File: config.mk
export PLATFORM = sky130hd
export DESIGN_NAME = gcd_engine
export DESIGN_NICKNAME = d
export VERILOG_FILES = /design/src/rtl/gcd_engine.sv
export SDC_FILE = /design/constraint.sdc
export NUM_CORES = 1
export LEC_CHECK = 0
export ABC_AREA = 1
export BUFFER_PORTS_ARGS = -buffer_cell sky130_fd_sc_hd__buf_2
export CAP_MARGIN = 30
export CORE_MARGIN = 3
export CORE_UTILIZATION = 48
export CTS_CLUSTER_SIZE = 28
export DETAILED_ROUTE_END_ITERATION = 16
export GPL_ROUTABILITY_DRIVEN = 0
export PLACE_DENSITY = 0.76
export SLEW_MARGIN = 20
export SYNTH_ARGS = -nofsm -noshare
export SYNTH_HDL_FRONTEND = slang
export SYNTH_SLANG_ARGS = --single-unit
File: constraint.sdc
create_clock -name clk -period 4.5 [get_ports clk]
set_input_delay 0.675 -clock clk [delete_from_list [all_inputs] [get_ports clk]]
set_output_delay 0.675 -clock clk [all_outputs]
set_load 0.02 [all_outputs]
File: src/rtl/gcd_engine.sv
// Binary (Stein) GCD engine: one shift or subtract per clock, valid/ready
// operand capture, result held until acknowledged, with a compute-cycle count.
module gcd_engine #(
  parameter int WIDTH = 8,
  parameter int CNT_W = 6
) (
  input  logic             clk,
  input  logic             rst,
  input  logic             in_valid,
  output logic             in_ready,
  input  logic [WIDTH-1:0] a,
  input  logic [WIDTH-1:0] b,
  output logic             out_valid,
  input  logic             out_ack,
  output logic [WIDTH-1:0] out,
  output logic             zero_in,
  output logic [CNT_W-1:0] cycles
);

  localparam int KW = $clog2(WIDTH) + 1;

  typedef enum logic [1:0] {
    IDLE   = 2'd0,
    FACTOR = 2'd1,
    REDUCE = 2'd2,
    DONE   = 2'd3
  } state_t;

  state_t           state_r;
  logic [WIDTH-1:0] x_r;
  logic [WIDTH-1:0] y_r;
  logic [KW-1:0]    k_r;
  logic [CNT_W-1:0] cnt_r;

  // Restore the common power of two removed during FACTOR.
  function automatic logic [WIDTH-1:0] restore_pow2(input logic [WIDTH-1:0] v,
                                                     input logic [KW-1:0]    sh);
    return WIDTH'(v << sh);
  endfunction

  // Engine state machine with registered handshake and result outputs.
  always_ff @(posedge clk or posedge rst) begin
    if (rst) begin
      state_r   <= IDLE;
      x_r       <= '0;
      y_r       <= '0;
      k_r       <= '0;
      cnt_r     <= '0;
      in_ready  <= 1'b1;
      out_valid <= 1'b0;
      out       <= '0;
      zero_in   <= 1'b0;
      cycles    <= '0;
    end else begin
      case (state_r)
        IDLE: begin
          if (in_valid) begin
            x_r      <= a;
            y_r      <= b;
            k_r      <= '0;
            cnt_r    <= '0;
            in_ready <= 1'b0;
            if ((a == '0) || (b == '0)) begin
              state_r <= DONE;
              out     <= a | b;
              zero_in <= 1'b1;
              cycles  <= '0;
            end else begin
              state_r <= FACTOR;
              zero_in <= 1'b0;
            end
          end
        end
        FACTOR: begin
          cnt_r <= cnt_r + CNT_W'(1);
          if (!x_r[0] && !y_r[0]) begin
            x_r <= x_r >> 1;
            y_r <= y_r >> 1;
            k_r <= k_r + KW'(1);
          end else begin
            state_r <= REDUCE;
          end
        end
        REDUCE: begin
          cnt_r <= cnt_r + CNT_W'(1);
          if (!x_r[0]) begin
            x_r <= x_r >> 1;
          end else if (!y_r[0]) begin
            y_r <= y_r >> 1;
          end else if (x_r == y_r) begin
            out     <= restore_pow2(x_r, k_r);
            cycles  <= cnt_r + CNT_W'(1);
            state_r <= DONE;
          end else if (x_r > y_r) begin
            x_r <= x_r - y_r;
          end else begin
            y_r <= y_r - x_r;
          end
        end
        DONE: begin
          // out_valid rises one clock after entering DONE; ack only counts once it is up.
          if (!out_valid) begin
            out_valid <= 1'b1;
          end else if (out_ack) begin
            out_valid <= 1'b0;
            in_ready  <= 1'b1;
            state_r   <= IDLE;
          end
        end
        default: begin
          state_r <= IDLE;
        end
      endcase
    end
  end

endmodule
# After elaboration in Yosys (flattened, before gate mapping)
# Index checks and enable logic that the tools add are counted.
# op_classes
n_reduce_logical,23
order_cmp,1
n_addsub,4
bitwise,1
muxes,47
n_eq_ne,18
shifts,1
# op_table
operator,count
$mux 8,17
$pmux 8 s3,2
$mux 6,6
$pmux 6 s2,2
$ne 2x2->1 const B,9
$reduce_and 6->1,3
$logic_not 8->1,2
$mux 2,8
$pmux 8 s2,1
$sub 8x8->8,2
$ne 3x3->1 const B,5
$eq 8x8->1,1
$gt 8x8->1,1
$mux 4,2
$or 8x8->8,1
$pmux 2 s4,1
$pmux 4 s2,1
$reduce_and 4->1,2
$reduce_bool 2->1,4
$shl 8x4->8,1
$reduce_and 7->1,1
$add 6x1->6 const B,1
$mux 1,6
$reduce_and 3->1,2
other kinds (11),14
# word_totals
in_bits,20
output_inout_bits,17
register_bits,45

# Depth between registers and ports, before layout
# Gate-level depths: netlist of run 1.
# depth
ltp_word,6
mapped_depth,14

# Worst setup path after synthesis of run 1
# OpenSTA, ideal clock, no wires.
# synth_timing
path_type,register -> register
from,reg x_r[0]
to,reg y_r[1]
path_stages_with_launch,14
synth_period_minus_slack_ps,1993
setup_time_ps,74
slack_ps,2507
n_path_buf,0
arrival_ps,1919
required_time_ps,4426
cell_sequence,dfrtp_1 inv_1 ha_1 inv_1 fa_1 nand2_1 nand2_1 nand3_1 nand3_1 nand2_1 nand2_4 inv_4 o21ai_2 o21ai_2
# synth_via
elab_chain_len,6
# synth_lines
item,line_no,source
"start, declared",30,logic [WIDTH-1:0] x_r;
"start signal, assigned",77,x_r <= x_r >> 1;
"start signal, assigned",87,x_r <= x_r >> 1;
"start signal, assigned",95,x_r <= x_r - y_r;
$sub 8x8->8,97,y_r <= y_r - x_r;
$mux 8,94,end else if (x_r > y_r) begin
$mux 8,90,end else if (x_r == y_r) begin
$mux 8,88,end else if (!y_r[0]) begin
$mux 8,86,if (!x_r[0]) begin
$pmux 8 s3,55,case (state_r)
"end signal, assigned",78,y_r <= y_r >> 1;
"end signal, assigned",89,y_r <= y_r >> 1;
"end signal, assigned",97,
"end, declared",31,logic [WIDTH-1:0] y_r;
# Parallel ways exist; a longest one is shown, timed or not. The select of a mux whose other input is x is not followed.
# A chain may end at the register's enable or synchronous reset.

# Worst setup path after layout of run 1
# layout_timing
from,reg state_r[0]
to,reg cnt_r[0]
# layout_via
elab_chain_len,4
# layout_lines
item,line_no,source
"start, declared",29,state_t state_r;
"start signal, assigned",44,state_r <= IDLE;
"start signal, assigned",64,state_r <= DONE;
"start signal, assigned",69,state_r <= FACTOR;
$eq 2x2->1 / $eq 2x1->1 (equally long branches),55,
$reduce_or 2->1 (no line),-,
$reduce_bool 2->1 (no line),-,
$reduce_and 2->1 (no line),-,
"end signal, assigned",75,cnt_r <= cnt_r + CNT_W'(1);
"end signal, assigned",85,cnt_r <= cnt_r + CNT_W'(1);
"end, declared",33,logic [CNT_W-1:0] cnt_r;
# Parallel ways exist; a longest one is shown, timed or not.

==> results_dict.tcl, run 1 <==
set metrics [dict create \
    status "complete, no violations" \
    critPathMaxFanout 20 \
    async_reset_ff_share_pct 100 \
    dp_hpwl_um 7230 \
    htree_levels 2 \
    grt_pass1_wl_um 15500 \
    io_buffers 36 \
    synth-edff-count 0 \
    crit_slowest_cell "ha_1" \
    min_period_over_period_pct 54.0 \
    grt_pass1_vias 3241 \
    reg2reg_slack_ns 2.07 \
    synthSimpleGateAreaFrac_pct 29.2 \
    synth_top_cell_by_area "dfrtp_1" \
    fin_skew_ns 0.00966 \
    drive_gt1_share_pct 15.4 \
    netlist_instances 494 \
    fin_setup_tns_ns 0 \
    cpPeakStageDelay_ns 0.61 \
    syn_area_um2 3510 \
    clkSlewWorstSetupHoldPaths_ns 0.10 \
    grt.total_usage_pct 22.7 \
    worstSetupEndpointType "register" \
    synth_area_leaders "dfrtp_1, nand2_1, ha_1" \
    cts_hold_buf 0 \
    die_y_um 91.5 \
    synth.top_cell.area_share_pct 31.4 \
    io_pins 37 \
    syn2layout_area_growth_pct 11.1 \
    cts_setup_buffers 0 \
    clockBufferDepth 2 \
    yosys_register_bits 45 \
    numCtsBuffers 5 \
    synth_compound_area_share_pct 18.0 \
    start_kind "register" \
    synth_top_flop_cell "dfrtp_1" \
    via_per_inst 5.41 \
    ys_types 49 \
    finalHoldViolations 0 \
    rsz0062_at_grt "no" \
    cap_violations 0 \
    cts_tree "built" \
    postRouteAntennaNets 0 \
    vias 3369 \
    grt_max_degree 46 \
    syn_nets 539 \
    worstSkewPairLatency_ns 0.31 \
    regToRegStartpoint "state_r[0]" \
    setup-violations-final 0 \
    period_needed_ns 2.43 \
    critical_path_class "reg -> reg" \
    hold_slack_ns 0.396 \
    synth_fa_ha_area_share_pct 9.34 \
    synth_warnings 0 \
    grt_overflow 0 \
    drtIter0Drc 379 \
    root_buffer "clkbuf_8" \
    dr.pass1.iters 5 \
    core_um2 6940 \
    start_util_pct 50.6 \
    arrival_ns 2.60 \
    utilization_pct 56.2 \
    worstMarginPinSlew_ns 0.613 \
    drc 0 \
    max_freq_mhz 411 \
    final_common_cell "nand2_1" \
    cts_resized 0 \
    synthMuxAreaShare_pct 0 \
    ys_seq_area_share_pct 32.1 \
    wl_um 9060 \
    clock_sinks 45 \
    final_cell_mix "nand2_1, inv_1, nor2_1, dfrtp_1, o21ai_0" \
    wl_per_cell_um 14.5 \
    drv_slew 0 \
    timing.rr.end "cnt_r[0]" \
    dieArea_um2 8380 \
    required_ns 4.67 \
    antenna_found_initial 0 \
    reg2regPathDepth 5 \
    avgSynthCellArea_um2 7.11 \
    worstPathCellList "inv_1 -> ha_1 -> inv_1 -> o21ai_0 -> o21ai_0" \
    die_x_um 91.5 \
    synth_top_family_by_area "simple AND/OR/NAND/NOR gates" \
    antenna_cells 0 \
    min_path_type "in -> async" \
    slew_headroom_pct 59.1 \
    rows 30 \
    finalNetCount 571 \
    synth-xor-area-share_pct 2.25 \
]
[cell type report]
cell class	count	area, um^2
clock buffers	5	68.8
clock inverters	3	68.8
fillers	653	3040
inverters	64	243
multi-input cells	373	2060
flip-flops and latches	45	1130
well taps	96	120
repair buffers	37	208
[metrics by stage]
| stage | instance area, um^2 | instances | setup WS [ns] |
|---|---|---|---|
| final | 3900 | 623 | 2.07 |
| after global routing | 3900 | 623 | 1.89 |
| after CTS | 3870 | 622 | 2.11 |
| after detailed placement | 3730 | 614 | 2.12 |
| after global placement | 3730 | 614 | 2.20 |
| after floorplan | 3510 | 494 | 2.51 |
[cells in the mapped netlist (4+ instances only)]
master    number
inv_1         59
clkbuf_1       4
or2_2          4
o22ai_1        4
nand4_1        8
o21ai_0       40
nor4_1         4
nand3_1       26
ha_1          23
nor2_1        44
a21oi_1       29
xor2_1         7
o21ai_1        4
o21ai_2       11
nand2_1      124
dfrtp_1       44
nor3_1         5
nand2_2        4
[per-layer routing]
metal	GRT usage, %	wire (um)	up-vias
met5	0	0	-
met4	8.42	235	0
met3	3.23	638	27
met2	36.7	4140	146
met1	30.8	4040	1519
li1	-	-	1677
[how the worst max path moves through the flow]
stage | from | endpoint | slack (ns) | depth (start not counted)
after floorplan | x_r[0] | y_r[1] | 2.51 | 13
after global placement | x_r[0] | y_r[6] | 2.20 | 13
after detailed placement | state_r[0] | cnt_r[0] | 2.12 | 5
after CTS | state_r[0] | cnt_r[0] | 2.11 | 5
after global routing | state_r[1] | cnt_r[1] | 1.89 | 5
final | state_r[0] | cnt_r[0] | 2.07 | 5
[critical path, delay by kind of cell (launching register included)]
family / cells / cell delay (ns)
buf+inv: 2 / 0.52
fa+ha+maj: 1 / 0.61
flops: 1 / 0.41
compound gates: 2 / 0.75
[cell families after synthesis]
| logic type | Yosys count |
|---|---|
| buffers and inverters | 76 |
| DFF | 45 |
| AOI/OAI and AO/OA | 107 |
| adders and majority gates | 25 |
| xor gates and xnor gates | 9 |
| and+or+nand+nor | 232 |
[flip-flops by register name (all words and copies together), names as in the netlist]
signal	cells
state_r	2
zero_in	1
out_valid	1
x_r	8
cycles	6
cnt_r	6
in_ready	1
k_r	4
y_r	8
out	8
Power of run 1 is left out: the tool's default activity adds up to more than one toggle a clock period on the data nets, which glitch-free logic cannot reach.
==> run 2: changes to the inputs <==
--- a/config.mk
+++ b/config.mk
@@ -13,7 +13,7 @@
 export CTS_CLUSTER_SIZE = 28
 export DETAILED_ROUTE_END_ITERATION = 16
 export GPL_ROUTABILITY_DRIVEN = 0
-export PLACE_DENSITY = 0.76
+export PLACE_DENSITY = 0.79
 export SLEW_MARGIN = 20
 export SYNTH_ARGS = -nofsm -noshare
 export SYNTH_HDL_FRONTEND = slang
==> constraint.sdc (replaced) <==
create_clock -name clk -period 1.97 [get_ports clk]
set_input_delay 0.2955 -clock clk [delete_from_list [all_inputs] [get_ports clk]]
set_output_delay 0.2955 -clock clk [all_outputs]
set_load 0.02 [all_outputs]
==> run 2 against run 1 <==
  * The flow now finishes with violations (negative hold slack, negative setup slack)
  * Hold slack got worse by 0.40 ns
  * Die area unchanged
  * Clock-buffer cell count is the same
  * Fmax increased by 20%
  * First-iteration DRC count rose by 4.7%
  * Final cell count rose by 8.0%
  * Non-clock buffer count increased by 47
  * Final area is 15% higher
  * Critical path depth grew 6
==> results_dict.tcl, run 2 (synthesis gave the netlist of run 1 again) <==
set metrics [dict create \
    core_um2 6940 \
    syn2layout_area_growth_pct 28.1 \
    nFillCells 568 \
    critical_path_class "reg -> reg" \
    cpPeakStageDelay_ns 0.44 \
    critPathMaxFanout 5 \
    drive_gt1_share_pct 29.8 \
    postRouteAntennaNets 0 \
    worstSetupEndpointType "register" \
    final_common_cell "nand2_1" \
    seqCellArea_um2 1130 \
    utilization_pct 64.8 \
    drc 0 \
    min_period_over_period_pct 102 \
    hold_slack_ns -0.000363 \
    dp.cells 654 \
    clock_sinks 45 \
    worstSkewPairLatency_ns 0.31 \
    final_cell_mix "nand2_1, inv_1, buf_4, nor2_1, dfrtp_1" \
    grt_max_degree 26 \
    worstPathCellList "inv_2 -> ha_1 -> inv_1 -> fa_2 -> nand3_1 -> nand2_1 -> xor2_1 -> nand2_2 -> nand2_2 -> nand2_1 -> a21oi_1" \
    setup-violations-final 5 \
    dp_hpwl_um 7920 \
    start_kind "register" \
    wl_per_cell_um 16.5 \
    grt_overflow 0 \
    clockBufferDepth 2 \
    fin_ws_ns -0.0491 \
    cap_violations 0 \
    rsz0062_at_grt "yes" \
    crit_buf_inv 2 \
    htree_levels 2 \
    start_util_pct 50.6 \
    die_y_um 91.5 \
    multi_input_area_um2 2330 \
    io_buffers 36 \
    stdcell_count 673 \
    clkSlewWorstSetupHoldPaths_ns 0.09 \
    fin_skew_ns 0.00524 \
    crit_slowest_cell "dfrtp_1" \
    drv_slew 0 \
    min_path_type "in -> async" \
    grt.total_usage_pct 24.4 \
    max_freq_mhz 495 \
    finalNetCount 621 \
    wl_um 11100 \
    cp_top_family "adder cells" \
    vias 3830 \
    cts_tree "built" \
    arrival_ns 2.26 \
    via_per_inst 5.69 \
    grt_pass1_wl_um 16600 \
    slew_headroom_pct 51.8 \
    io_pins 37 \
    period_needed_ns 2.02 \
    antenna_cells 0 \
    worstMarginPinSlew_ns 0.718 \
    failed_checks "negative hold slack, negative setup slack" \
    status "finished, violations left" \
    drtIter0Drc 397 \
    dr.pass1.iters 5 \
    dieArea_um2 8380 \
    antenna_found_initial 0 \
    root_buffer "clkbuf_8" \
    reg.largest.list "out: 8 flops, x_r: 8 flops, y_r: 8 flops" \
    die_x_um 91.5 \
    place_ws_ns -0.0406 \
    grt_pass1_vias 3549 \
    rows 30 \
    numCtsBuffers 5 \
    required_ns 2.21 \
    reg2reg_slack_ns -0.05 \
    finalHoldViolations 2 \
]
## run 2: cell count changes in the layout (fill, tap and decap cells not counted), sizes merged
cell,change
buf,+47
clkinv,+2
inv,-2
nand2,+3
## run 2: what timing repair did
action	CTS	global route
hold buffers	0	0
setup buffers	0	8
cloned	2	1
endpoints found under the setup margin	24	31
pin swaps	1	14
gates resized for setup	7	46
## run 2: final timing paths
check                       start  cells past startpoint        to
max in group asynchronous     rst                      3    x_r[1]
min in group clk             b[7]                      3    y_r[7]
min reg2reg                out[4]                      2    out[4]
max                        y_r[0]                     11    y_r[4]
min                           rst                      2  cnt_r[1]
max reg2reg                y_r[0]                     11    y_r[4]
## run 2: routing by layer
metal | GRT usage, % | vias up | share of wire [%]
met5 | 0 | - | 0
met4 | 11.3 | 0 | 4.0
met3 | 3.89 | 46 | 6.9
met2 | 41.8 | 212 | 49
met1 | 29.8 | 1784 | 40
li1 | - | 1788 | -
## run 2: stage by stage
| stage | TNS, ns | instance area [um^2] |
|---|---|---|
| final | -0.129 | 4500 |
| after global routing | -0.960 | 4500 |
| after CTS | -0.0571 | 4220 |
| after detailed placement | -0.312 | 4050 |
| after global placement | 0 | 4050 |
| after floorplan | 0 | 3520 |
## run 2: final cells by class
type / instances / share of cell area [%]
clock buffers: 5 / 1.53
clock inverters: 3 / 1.45
inverters: 64 / 5.45
multi-input cells: 376 / 51.7
flip-flops and latches: 45 / 25.1
well taps: 96 / 2.67
repair buffers: 84 / 12.0
Power of run 2 is left out for the same reason.
